### config.mk
export PLATFORM = sky130hd
export DESIGN_NAME = uart_tx_arbiter
export DESIGN_NICKNAME = d
export VERILOG_FILES = /design/src/rtl/uart_pkg.sv /design/src/rtl/uart_rr_pick.sv /design/src/rtl/uart_tx_arbiter.sv
export SDC_FILE = /design/constraint.sdc
export NUM_CORES = 1
export LEC_CHECK = 0
export BUFFER_PORTS_ARGS = -buffer_cell sky130_fd_sc_hd__buf_2
export CAP_MARGIN = 10
export CORE_MARGIN = 1
export CORE_UTILIZATION = 48
export CTS_BUF_LIST = sky130_fd_sc_hd__clkbuf_8
export DETAILED_ROUTE_END_ITERATION = 6
export GPL_TIMING_DRIVEN = 1
export PLACE_DENSITY = 0.78
export SYNTH_ARGS = -nofsm -noshare
export SYNTH_HDL_FRONTEND = slang
export SYNTH_SLANG_ARGS = --single-unit
### constraint.sdc
create_clock -name clk -period 2.38 [get_ports clk]
set_input_delay 0.119 -clock clk [delete_from_list [all_inputs] [get_ports clk]]
set_output_delay 0.119 -clock clk [all_outputs]
set_load 0.01 [all_outputs]
### src/rtl/uart_pkg.sv
// Shared types and defaults for the UART transmit arbiter.
package uart_pkg;

  localparam int DEF_NUM_REQ      = 3;
  localparam int DEF_TIMEOUT_CLKS = 4096;
  localparam int IDX_W            = 3;

  typedef enum logic [1:0] {
    IDLE  = 2'd0,
    FETCH = 2'd1,
    START = 2'd2,
    WAIT  = 2'd3
  } state_t;

  function automatic logic [IDX_W-1:0] oh2idx(input logic [7:0] oh);
    logic [IDX_W-1:0] idx;
    idx = '0;
    for (int i = 0; i < 8; i++) begin
      if (oh[i]) idx = IDX_W'(i);
    end
    return idx;
  endfunction

endpackage

### src/rtl/uart_rr_pick.sv
// Rotating-priority picker: first requester at or above last_grant+1, wrapping to 0.
module uart_rr_pick
  import uart_pkg::*;
#(
  parameter int NUM_REQ = DEF_NUM_REQ
) (
  input  logic [NUM_REQ-1:0] req,
  input  logic [IDX_W-1:0]   last_grant,
  output logic [NUM_REQ-1:0] grant,
  output logic               valid
);

  logic [IDX_W-1:0] start;
  logic             found;

  always_comb begin
    grant = '0;
    found = 1'b0;
    if (last_grant >= IDX_W'(NUM_REQ - 1)) start = '0;
    else                                   start = last_grant + IDX_W'(1);
    // Upper segment first, then wrap around to the low indices.
    for (int n = 0; n < NUM_REQ; n++) begin
      if (!found && req[n] && (n >= int'(start))) begin
        grant[n] = 1'b1;
        found    = 1'b1;
      end
    end
    for (int n = 0; n < NUM_REQ; n++) begin
      if (!found && req[n]) begin
        grant[n] = 1'b1;
        found    = 1'b1;
      end
    end
  end

  assign valid = |req;

endmodule

### src/rtl/uart_tx_arbiter.sv
// Frame-atomic round-robin arbiter feeding one UART byte transmitter.
//   state | meaning
//   IDLE  | no owner; pick next requester round-robin
//   FETCH | owner granted, o_ready high, waiting for a byte (timeout runs)
//   START | byte latched, waiting for transmitter to go idle before strobing
//   WAIT  | byte in flight, waiting for i_tx_done
module uart_tx_arbiter
  import uart_pkg::*;
#(
  parameter int NUM_REQ      = DEF_NUM_REQ,
  parameter int TIMEOUT_CLKS = DEF_TIMEOUT_CLKS
) (
  input  logic                 clk,
  input  logic                 i_rst,
  input  logic [NUM_REQ-1:0]   i_req,
  input  logic [8*NUM_REQ-1:0] i_byte,
  input  logic [NUM_REQ-1:0]   i_valid,
  input  logic [NUM_REQ-1:0]   i_last,
  output logic [NUM_REQ-1:0]   o_ready,
  output logic [NUM_REQ-1:0]   o_grant,
  output logic                 o_busy,
  output logic                 o_tx_dv,
  output logic [7:0]           o_tx_byte,
  input  logic                 i_tx_active,
  input  logic                 i_tx_done,
  output logic                 o_timeout
);

  localparam int               CNT_W    = (TIMEOUT_CLKS > 1) ? $clog2(TIMEOUT_CLKS) : 1;
  localparam logic [CNT_W-1:0] CNT_LAST = CNT_W'(TIMEOUT_CLKS - 1);

  state_t             state;
  logic [CNT_W-1:0]   cnt;
  logic [IDX_W-1:0]   last_grant;
  logic               last_flag;
  logic [NUM_REQ-1:0] pick_grant;
  logic               pick_valid;
  logic               sel_valid;
  logic               sel_last;
  logic [7:0]         sel_byte;
  logic [IDX_W-1:0]   cur_idx;

  uart_rr_pick #(.NUM_REQ(NUM_REQ)) u_pick (
    .req        (i_req),
    .last_grant (last_grant),
    .grant      (pick_grant),
    .valid      (pick_valid)
  );

  // The one-hot grant doubles as the mux select for the owner's lane.
  always_comb begin
    sel_byte = '0;
    for (int n = 0; n < NUM_REQ; n++) begin
      if (o_grant[n]) sel_byte = i_byte[8*n +: 8];
    end
    sel_valid = |(i_valid & o_grant);
    sel_last  = |(i_last & o_grant);
    cur_idx   = oh2idx(8'(o_grant));
  end

  always_ff @(posedge clk or posedge i_rst) begin
    if (i_rst) begin
      state      <= IDLE;
      o_grant    <= '0;
      o_ready    <= '0;
      o_busy     <= 1'b0;
      o_tx_dv    <= 1'b0;
      o_tx_byte  <= '0;
      o_timeout  <= 1'b0;
      cnt        <= '0;
      last_grant <= IDX_W'(NUM_REQ - 1);
      last_flag  <= 1'b0;
    end else begin
      o_tx_dv   <= 1'b0;
      o_timeout <= 1'b0;
      case (state)
        IDLE: begin
          if (pick_valid) begin
            o_grant <= pick_grant;
            o_ready <= pick_grant;
            o_busy  <= 1'b1;
            cnt     <= '0;
            state   <= FETCH;
          end
        end
        FETCH: begin
          // A byte arriving on the last allowed cycle still wins over timeout.
          if (sel_valid) begin
            o_tx_byte <= sel_byte;
            last_flag <= sel_last;
            o_ready   <= '0;
            state     <= START;
          end else if (cnt == CNT_LAST) begin
            o_timeout  <= 1'b1;
            o_grant    <= '0;
            o_ready    <= '0;
            o_busy     <= 1'b0;
            last_grant <= cur_idx;
            state      <= IDLE;
          end else begin
            cnt <= cnt + CNT_W'(1);
          end
        end
        START: begin
          if (!i_tx_active) begin
            o_tx_dv <= 1'b1;
            state   <= WAIT;
          end
        end
        WAIT: begin
          if (i_tx_done) begin
            if (last_flag) begin
              o_grant    <= '0;
              o_busy     <= 1'b0;
              last_grant <= cur_idx;
              state      <= IDLE;
            end else begin
              o_ready <= o_grant;
              cnt     <= '0;
              state   <= FETCH;
            end
          end
        end
        default: state <= IDLE;
      endcase
    end
  end

endmodule

# Word level (Yosys, flattened, before mapping)
# Cells that the tools add are included.
[word_totals]
ff_bits = 35
input_bits = 37
word_cells = 111
[op_classes]
n_addsub = 2
n_reduce_logical = 25
order_cmp = 4
n_eq_ne = 13
mux = 55
bitwise_logic = 2
[ops]
columns = ["operator", "count"]
rows = [
  ["2-to-1 mux 12 bit", 5],
  ["2-to-1 mux 3 bit", 14],
  ["one-hot mux 12 bit (3 select lines)", 1],
  ["2-to-1 mux 8 bit", 3],
  ["2-to-1 mux 1 bit", 22],
  ["one-hot mux 3 bit (3 select lines)", 2],
  ["inequality test 2 bit (second input constant)", 8],
  ["adder 12 x 1 -> 12 bit (second input constant)", 1],
  ["== test 12 bit (second input constant)", 1],
  ["AND reduction 6 bit", 2],
  ["2-to-1 mux 2 bit", 5],
  ["AND reduction 5 bit", 2],
  ["OR reduction 3 bit", 3],
  ["logical AND 1 bit", 8],
  ["one-hot mux 2 bit (4 select lines)", 1],
  ["AND 3 bit", 2],
  ["greater-or-equal comparator 1 x 3 -> 1 bit (first input constant)", 2],
  ["one-hot mux 3 bit (2 select lines)", 1],
  ["zero test 1 bit", 5],
  ["== test 2 bit (second input constant)", 2],
  ["AND reduction 4 bit", 1],
  ["adder 3 x 1 -> 3 bit (second input constant)", 1],
  ["greater-or-equal comparator 2 x 3 -> 1 bit (first input constant)", 1],
  ["greater-or-equal comparator 3 x 2 -> 1 bit (second input constant)", 1],
  ["7 further kinds", 7],
]

# Logic depth before layout (Yosys ltp)
# Gate-level depths: netlist of run 1.
[logic_depth]
ltp_word = 24
depth_mapped = 7
depth_no_buf = 6

# Modules after synthesis
# From an unflattened synthesis of run 1, not the netlist that was laid out.
[hier_totals]
hier_cells = 207
hier_area_um2 = 1913.1
[by_module_without_submodules]
columns = ["module", "cells_per_inst", "n_inst", "area_per_inst_um2"]
rows = [
  ["uart_tx_arbiter", 195, 1, 1818.0],
  ["uart_rr_pick", 12, 1, 95.1],
]

# Worst setup path after synthesis of run 1
# No wires, ideal clock.
[synth_path]
kind = "register to register"
from = "reg o_grant[0]"
to = "reg cnt[9]"
stages_incl_launch_ff = 7
t_arrival_ns = 2.150
setup_slack_ns = 0.108
period_less_slack_ns = 2.272
cell_sequence = "dfrtp_1 -> a222oi_1 -> nor2_2 -> or3_1 -> buf_2 -> or4_4 -> mux2i_1"
[synth_between]
elab_chain_len = 4
[synth_lines]
columns = ["element", "line_no", "source"]
rows = [
  ["from (decl)", "uart_tx_arbiter.sv:20", "output logic [NUM_REQ-1:0] o_grant,"],
  ["from (signal assigned)", "uart_tx_arbiter.sv:79", "o_grant <= pick_grant;"],
  ["AND 3 bit", "uart_tx_arbiter.sv:56", "sel_valid = |(i_valid & o_grant);"],
  ["OR reduction 3 bit", "uart_tx_arbiter.sv:56", ""],
  ["inequality test 2 bit (no line)", "-", ""],
  ["AND reduction 6 bit (no line)", "-", ""],
  ["to (signal assigned)", "uart_tx_arbiter.sv:101", "cnt <= cnt + CNT_W'(1);"],
  ["to (decl)", "uart_tx_arbiter.sv:33", "logic [CNT_W-1:0] cnt;"],
]
# No other way between the ends.
# A chain may end at the register's enable or synchronous reset.

# Worst setup path in the final report of run 1
# Same ends and word-level chain as after synthesis.

==> results of run 1 <==
layer usage:
layer	wire length (um)	up-vias
met5	0	-
met4	74	0
met3	171	9
met2	1980	36
met1	1840	779
li1	-	851
cell type report:
| class | instances | area, sq um |
|---|---|---|
| fillers | 318 | 1370 |
| multi-input cells | 151 | 917 |
| flip-flops and latches | 34 | 852 |
| repair buffers | 63 | 345 |
| clock buffers | 6 | 82.6 |
| well taps | 48 | 60.1 |
| inverters | 6 | 22.5 |
| clock inverters | 2 | 8.76 |
cell usage in the layout (no fill, tap or decap), types with 3 or more instances in the layout:
master	Yosys	routed
a21oi_1	12	12
a22o_1	3	3
nand3_1	6	6
buf_2	1	53
dfrtp_1	33	33
a22oi_1	8	8
or4_1	4	4
nor4_1	4	4
inv_1	6	7
nor2b_1	6	6
buf_4	1	8
o21ai_0	15	15
nand2b_1	4	4
nor2_1	18	18
mux2_2	3	3
xnor2_1	5	5
clkbuf_8	0	6
nand2_1	25	25
or3_1	3	3
worst max-delay path, delay by kind of cell (launching register included):
family | cells | cell delay (ps)
mux | 1 | 130
simple gates | 3 | 1080
flops | 1 | 440
compound gates | 1 | 480
sequential cells by signal, summed over array words and instances (netlist names), named ones only:
| register | cells |
|---|---|
| last_grant | 2 |
| o_tx_byte | 8 |
| o_tx_dv | 1 |
| o_ready | 3 |
| o_busy | 1 |
| cnt | 12 |
| o_grant | 3 |
| last_flag | 1 |
| o_timeout | 1 |
| state | 1 |
repair_timing:
action | CTS | global route
hold buffers | 2 | 0
gates resized for setup | 0 | 1
endpoints found under the setup margin | 0 | 1
endpoints found under the hold margin | 34 | 0
through the flow:
stage / worst slack [ps] / power (mW) / utilization (%) / hold WS (ps)
global route: 23.2 / 2.55 / 62.5 / 131
detailed placement: 157 / 1.92 / 59.3 / 237
finish: 142 / 2.36 / 62.5 / 117
CTS: 145 / 2.36 / 62.3 / 115
global placement: 192 / 1.90 / 59.3 / 231
floorplan: 108 / 1.58 / - / 189
cell families (layout without fill, tap and decap cells):
family          after synthesis  count (layout)  synth area share (%)
compound gates               58              58                  20.8
fa+ha+maj                     1               1                 0.683
buf+inv                      17              77                  3.76
simple gates                 82              82                  23.0
xor+xnor                      5               5                  2.39
flops                        34              34                  46.5
mux                           5               5                  2.94
power by group:
part	leakage, nW	total (mW)	internal, mW	switching (mW)
registers	0.448	0.830	0.736	0.0944
clock network	0.0524	0.430	0.229	0.201
logic	0.613	1.10	0.441	0.658
total	1.11	2.36	1.41	0.953
path summary, 6_finish.rpt:
kind                               from             to  cells after the start  slack [ps]
min in group asynchronous         i_rst   o_tx_byte[1]                      4         470
max                          o_grant[0]         cnt[9]                      5         140
min                          i_byte[16]   o_tx_byte[0]                      3         120
max in group asynchronous         i_rst  last_grant[1]                      4        1580
min reg2reg                o_tx_byte[3]   o_tx_byte[3]                      2         470
max reg2reg                  o_grant[0]         cnt[9]                      5         140
==> metrics, run 1 <==
outcome=complete, no violations; count leader, synth=dfrtp_1; synth unique cells=45; Finished Cell Area=2290 sq um; syn avg cell area=9.07 sq um; Worst-Skew Late Latency=280 ps; sequential share of the synthesized area=46.5%; Cell Area, Placed=2170 sq um; Max Cap Viol=0; number of global-route vias before repair=1525; number of enable flip-flop cells after synthesis=0; met1 usage=29.0%; min cycle time layout=2240 ps; P&R area growth vs syn=24.9%; DR vias=1675; Clock Tree Root=clkbuf_8; Max FO, Critical Path=10; Top Ports=54; post-synth top area share=45.1%; First-pass DRT Iterations=4; classification of the worst-slack hold path=in2reg; first-pass GRT wire length=6860 um; Worst setup SP type=register; pin count of the biggest net entering global routing=35; crit path cell chain=a222oi_1, nor2_2, or3_1, or4_4, mux2i_1; FP Rows=22; fin nets=299; routing usage on met2=34.6%; unrepaired setup endpoints after global routing=no; Initial Utilization=50.0%; M3 GR Usage=5.00%; core area=3660 sq um; Synth area leader=dfrtp_1; DRC=0; slowest CP cell=or4_4; final std cells w/o fill=310; Synth Instances=202; Die Span Y=63.8 um; top post-synthesis cells by area=dfrtp_1, nand2_1, o21ai_0, nor2_1, a21oi_1; dpl hpwl=3020 um; LEAKAGE=1.11 nW; GRT Overall Usage=21.9%; # diodes=0; YS warnings=0; final RePlAce weighted congestion=0.834; Final setup viols=0; placed cells=300; Power Density=1030 nW/um^2; area of the die=4070 sq um; Setup CP Type=reg2reg; Routed Antenna Nets=0; CP arrival=2410 ps; Clk pin slew, worst setup/hold paths=70 ps; synth cell count leaders=dfrtp_1, nand2_1, nor2_1; max-slew violations=0; data required time at the worst endpoint=2550 ps; H-tree depth=2; Die Wd=63.8 um; Netlist Area Pre-Place=1830 sq um; Crit path largest cell delay=530 ps; initial antenna violation count=0; Clock Skew=1.91 ps; drt total wl=4060 um; Fmax=0.447 GHz; slew at the pin with the worst max-slew slack=589 ps; largest buffer count on any clock path=2; IO Port Bufs=53; ys async rst share=100%; total overflow reported by the global router=0; number of CTS-inserted buffers=5; crit path capture type=register; Synthesized Nets=240; grt peak-use layer=met2; Yosys reg bits=34; DR WL/cell=13.1 um; Post CTS Setup Buffer Count=0; Rel. slew slack=60.4%; DR iter-0 viols=76; clock sink total=34; Tcrit/Tclk final=94.1%; setup_tns=0 ps; Vias/cell=5.40; share of post-route cells with drive strength above 1=29.4%; final hold vios=0; maximum vdd drop=0.507 mV; Top FF cell, synth=dfrtp_1; TritonCTS clock tree=yes
(Power assumes the default switching activity.)
==> inputs of run 2 (changes only) <==
- CORE_UTILIZATION: 48 -> 49
- PLACE_DENSITY: 0.78 -> 0.79
- REMOVE_ABC_BUFFERS: default -> 1
- SYNTH_HIERARCHICAL: default -> 1
==> run 2 against run 1 <==
Wire length increased by 11%. Combinational power increased by 11%. Critical endpoint is now o_ready[1]. Utilization increased by 1.7 points.
==> metrics, run 2 <==
Clock Tree Root=clkbuf_8; RR Startpoint=cnt[0]; cell mode on critical path=nand3_1; area of the die=4160 sq um (+2.2%); FP Rows=22 (unchanged); Worst setup SP type=register; P&R area growth vs syn=24.7%; final RePlAce weighted congestion=0.823 (-1.3%); Die Wd=64.5 um (+1.1%); data required time at the worst endpoint=2560 ps (about the same); final hold vios=0 (unchanged); Biggest register=cnt; min cycle time layout=2150 ps (-90.1 ps); Top FF cell, synth=dfrtp_1; syn avg cell area=9.24 sq um (+1.9%); Netlist Area Pre-Place=1910 sq um (+4.4%); Setup CP Type=reg2reg; Power Density=1090 nW/um^2 (+6.0%); drt total wl=4490 um (+11%); Worst R2R Path Depth=6 (+1); # diodes=0 (unchanged); core area=3720 sq um (+1.5%); post-cts sizing count=0 (unchanged); Final setup viols=0 (unchanged); Top Ports=54 (unchanged); Synth area leader=dfrtp_1; Max FO, Critical Path=5 (-5); Clk pin slew, worst setup/hold paths=70 ps (about the same); unrepaired setup endpoints after global routing=no; crit path cell chain=ha_1, nand4_1, or4_1, nand3_1, nand3_1, mux2_2; fin nets=308 (+3.0%); Tcrit/Tclk final=90.3% (-3.8 points); GRT Overall Usage=23.7% (+1.9 points); First-pass DRT Iterations=5 (+1); IO Port Bufs=53 (unchanged); CP arrival=2320 ps (-90 ps); max-slew violations=0 (unchanged); Rel. slew slack=62.1% (+1.7 points); Routed Antenna Nets=0 (unchanged); ys async rst share=100% (unchanged); YS warnings=6 (+6); pin count of the biggest net entering global routing=35 (unchanged); largest buffer count on any clock path=2 (unchanged); Crit path largest cell delay=620 ps (+90 ps); H-tree depth=2 (unchanged); synth cell count leaders=dfrtp_1, nand2_1, o21ai_0; Power, Total=2.61 mW (+11%); slowest CP cell=or4_1; LEAKAGE=1.14 nW (+2.3%); number of enable flip-flop cells after synthesis=0 (unchanged); total overflow reported by the global router=0 (unchanged); Hold Startpoint=i_byte[21]; Largest regs=cnt x12, o_tx_byte x8; Synth Instances=207 (+2.5%); top post-synthesis cells by area=dfrtp_1, nand2_1, o21ai_0, a221o_1, mux2_2; Fmax=0.465 GHz (+4.2%); Max Cap Viol=0 (unchanged); DR iter-0 viols=174 (+130%); Crit. Startpoint=cnt[0]; initial antenna violation count=0 (unchanged); crit path capture type=register; Worst-Skew Late Latency=290 ps (about the same); R2R setup slack=230 ps (+90 ps); number of CTS-inserted buffers=5 (unchanged); commonest non-fill, non-tap cell in the layout=buf_2; Largest register FFs=12 (unchanged); Die Span Y=64.5 um (+1.1%); dpl hpwl=3280 um (+8.6%); Vias/cell=5.63 (+4.1%); Clock Skew=3.80 ps (+1.89 ps); synth unique cells=48 (+6.7%); Initial Utilization=51.5% (+1.4 points); hold depth=3 (unchanged); DR WL/cell=14.1 um (+7.8%); commonest cells after routing, fill and taps aside=buf_2, dfrtp_1, nand2_1; outcome=complete, no violations; slew at the pin with the worst max-slew slack=569 ps (-19.8 ps); sequential share of the synthesized area=44.5% (-2.0 points); first-pass GRT wire length=7550 um (+10%); classification of the worst-slack hold path=in2reg; setup_tns=0 ps (unchanged); number of global-route vias before repair=1633 (+7.1%); count leader, synth=dfrtp_1; share of post-route cells with drive strength above 1=30.4% (+0.98 points); DR vias=1789 (+6.8%); clock sink total=34 (unchanged); DRC=0 (unchanged); post-synth top area share=43.2% (-1.9 points); Yosys reg bits=34 (unchanged); TritonCTS clock tree=yes; maximum vdd drop=0.636 mV (+25%)
run 2: cell count changes after synthesis, sizes merged, moves of 3 or more:
| cell | change |
|---|---|
| nor3 | +6 |
| inv | +3 |
| nor4 | -4 |
| xnor2 | -5 |
| a32o | +3 |
| a221o | +7 |
| clkbuf | -4 |
| nor2 | -12 |
| nand2 | +3 |
| a21oi | -4 |
| a22oi | -8 |
| nand4 | +5 |
| o21ai | +8 |
run 2: path summary, 6_finish.rpt:
| path | end |
|---|---|
| setup / recovery | o_ready[1] |
| hold / removal | o_tx_byte[5] |
| setup reg to reg | o_ready[1] |
| hold reg to reg | o_tx_byte[0] |
| max in group asynchronous | last_grant[1] |
| min in group asynchronous | o_tx_byte[0] |
run 2: power breakdown:
part | internal, mW | total [mW] | switching, mW
Combinational | 0.532 | 1.22 | 0.693
Sequential | 0.751 | 0.882 | 0.131
Clock | 0.292 | 0.500 | 0.208
Total | 1.57 | 2.61 | 1.03
run 2: area by class of cell:
type / count / area, sq um
fill: 344 / 1330
multi-input combinational: 157 / 995
sequential: 34 / 852
timing repair buffer: 62 / 335
clock buffer: 8 / 110
tap: 48 / 60.1
inverter: 9 / 33.8
run 2: kinds of logic (layout without fill, tap and decap cells):
group,after synthesis,count (layout),share of synthesized area [%]
and+or+nand+nor,83,83,23.3
AOI/OAI and AO/OA,63,63,23.1
DFF,34,34,44.5
buffers and inverters,17,79,3.66
muxes,6,6,3.47
adders and majority gates,2,2,1.31
other,1,2,0.196
xor gates and xnor gates,1,1,0.458
run 2: what timing repair did:
item / 4_1_cts / 5_1_grt
hold buffers: 1 / 0
setup buffers: 0 / 0
hold endpoints to repair: 33 / 0
run 2: metrics by stage:
step | setup WS, ps | area (sq um) | hold slack, ps | util (%) | cells
2_1_floorplan | -119 | 1880 | 260 | - | 200
3_5_place_dp | 252 | 2270 | 239 | 61.0 | 309
3_3_place_gp | 368 | 2270 | 229 | 61.0 | 309
6_report | 232 | 2390 | 116 | 64.2 | 318
5_1_grt | 72.2 | 2390 | 133 | 64.2 | 318
4_1_cts | 228 | 2390 | 114 | 64.2 | 318
run 2: critical path, delay by kind of cell, from the launching register on:
| kind | cells | cell delay (ps) |
|---|---|---|
| simple gates | 4 | 1150 |
| flops | 1 | 400 |
| mux | 1 | 300 |
| fa+ha+maj | 1 | 190 |
run 2: metal layers:
metal,global-route usage (%),up-vias,share of wire (%)
met3,6.16,5,4.0
li1,-,900,-
met4,8.61,0,1.4
met1,32.1,848,47
met5,0,-,0
met2,36.6,36,48
==> inputs of run 3 (changes only) <==
- REMOVE_ABC_BUFFERS: 1 -> default
==> run 3 against run 2 <==
Utilization fell by 1.1 points. Worst hold slack got worse by 3.2 ps. Register-to-register slack hardly changed. Global-route usage rose by 0.38 points. Clock power decreased by 11%. Sequential cell count unchanged. Sequential share of layout area grew 0.63 points. Non-clock buffer count is 3 lower. Power decreased by 3.8%. Critical path type unchanged. Critical endpoint is now o_ready[0]. Largest cell class unchanged. Largest power group unchanged.
==> metrics, run 3 (same netlist as run 2, synthesis figures left out) <==
outcome=complete, no violations; post-layout util=63.1% (-1.1 points); hold depth=3 (unchanged); area of the multi-input gates=995 sq um (unchanged); sequential standard cell area=852 sq um (unchanged); Routed Antenna Nets=0 (unchanged); max-slew violations=0 (unchanged); Power Density=1070 nW/um^2 (-2.1%); Die Span Y=64.5 um (unchanged); number of CTS-inserted buffers=5 (unchanged); slew at the pin with the worst max-slew slack=566 ps (-2.39 ps); Clock Tree Root=clkbuf_8; maximum vdd drop=0.710 mV (+12%); dpl hpwl=3330 um (+1.4%); Largest regs=cnt x12, o_tx_byte x8; first-pass GRT wire length=7600 um (+0.64%); FP Rows=22 (unchanged); Tcrit/Tclk final=90.2% (about the same); setup_tns=0 ps (unchanged); min cycle time layout=2150 ps (-1.43 ps); met2 routed WL=2230 um (+4.5%); TritonCTS clock tree=yes; P&R area growth vs syn=22.6%; core area=3720 sq um (unchanged); LEAKAGE=1.12 nW (-1.8%); total overflow reported by the global router=0 (unchanged); H-tree depth=2 (unchanged); classification of the worst-slack hold path=in2reg; Clk pin slew, worst setup/hold paths=70 ps (about the same); Final setup viols=0 (unchanged); area of the die=4160 sq um (unchanged); Die Wd=64.5 um (unchanged); commonest non-fill, non-tap cell in the layout=buf_2; initial antenna violation count=0 (unchanged); Top Ports=54 (unchanged); unrepaired setup endpoints after global routing=no; Worst setup SP type=register; placed cells=306 (-0.97%); Fmax=0.466 GHz (about the same); data required time at the worst endpoint=2560 ps (about the same); number of global-route vias before repair=1667 (+2.1%); Worst-Skew Late Latency=290 ps (about the same); final std cells w/o fill=315 (-0.94%); pin count of the biggest net entering global routing=35 (unchanged); final hold vios=0 (unchanged); final RePlAce weighted congestion=0.884 (+7.5%); GRT Overall Usage=24.1% (+0.38 points); # diodes=0 (unchanged); First-pass DRT Iterations=4 (-1); crit path capture type=register; Largest register FFs=12 (unchanged); DR vias=1781 (-0.45%); DR top layer=met4; met1 wire length=2020 um (-4.4%); IO Port Bufs=53 (unchanged); Setup CP Type=reg2reg; DR WL/cell=14.5 um (+2.9%); DRC=0 (unchanged); DR iter-0 viols=154 (-11%); largest buffer count on any clock path=2 (unchanged); fin nets=305 (-0.97%); Clock Skew=4.39 ps (+0.595 ps); drt total wl=4580 um (+2.0%); Worst R2R Path Depth=6 (unchanged); clock sink total=34 (unchanged); met3 wire len=283 um (+58%); number of fillers in the final layout=323 (-6.1%); Post CTS Setup Buffer Count=0 (unchanged); share of post-route cells with drive strength above 1=29.2% (-1.2 points); Vias/cell=5.65 (+0.50%); Rel. slew slack=62.2% (+0.16 points); CP arrival=2330 ps (about the same); Max FO, Critical Path=5 (unchanged); Initial Utilization=51.5% (unchanged); commonest cells after routing, fill and taps aside=buf_2, dfrtp_1, nand2_1; Max Cap Viol=0 (unchanged); Biggest register=cnt
-- run 3: changes by cell type in the layout (fill, tap and decap cells not counted), sizes merged --
cell and change:
buf -3, clkinv +1, clkbuf -2, inv +1
-- run 3: metrics by stage --
step / power (mW) / hold WS, ps / area (sq um) / setup WS, ps
2_1_floorplan: 1.71 / 260 / 1920 / 425
3_3_place_gp: 2.04 / 228 / 2240 / 315
3_5_place_dp: 2.07 / 231 / 2240 / 255
4_1_cts: 2.51 / 114 / 2340 / 229
5_1_grt: 2.72 / 108 / 2340 / 82.9
6_report: 2.51 / 113 / 2340 / 233
-- run 3: layout make-up --
type,instances,share of cell area [%]
multi-input cells,157,42.4
well taps,48,2.56
clock inverters,2,0.374
inverters,9,1.44
repair buffers,59,13.3
clock buffers,6,3.52
flip-flops and latches,34,36.3
-- run 3: power breakdown --
part           internal, mW  switching [mW]
combinational         0.501           0.670
sequential            0.751           0.145
clock                 0.229           0.214
total                  1.48            1.03
-- run 3: worst paths after layout --
check	to	slack, ps	start
setup / recovery	o_ready[0]	230	cnt[0]
hold / removal	o_tx_byte[5]	110	i_byte[21]
setup reg to reg	o_ready[0]	230	cnt[0]
hold reg to reg	o_tx_byte[1]	480	o_tx_byte[1]
max in group asynchronous	last_grant[1]	1570	i_rst
min in group asynchronous	o_tx_byte[3]	480	i_rst
-- run 3: layer usage --
layer  global-route usage (%)  vias to the layer above
met5                        0                        -
met2                     36.7                       53
li1                         -                      890
met1                     32.3                      833
met3                     8.45                        5
met4                     6.94                        0
-- run 3: worst max-delay path: stages (launching register included) --
cell     delay, ps
dfrtp_1        400
ha_1           190
nand4_1        170
or4_1          610
nand3_1        190
nand3_1        170
mux2_2         300
-- run 3: what timing repair did --
action	4_1_cts	5_1_grt
hold buffers	1	0
gates resized for setup	0	0
endpoints found under the hold margin	33	0
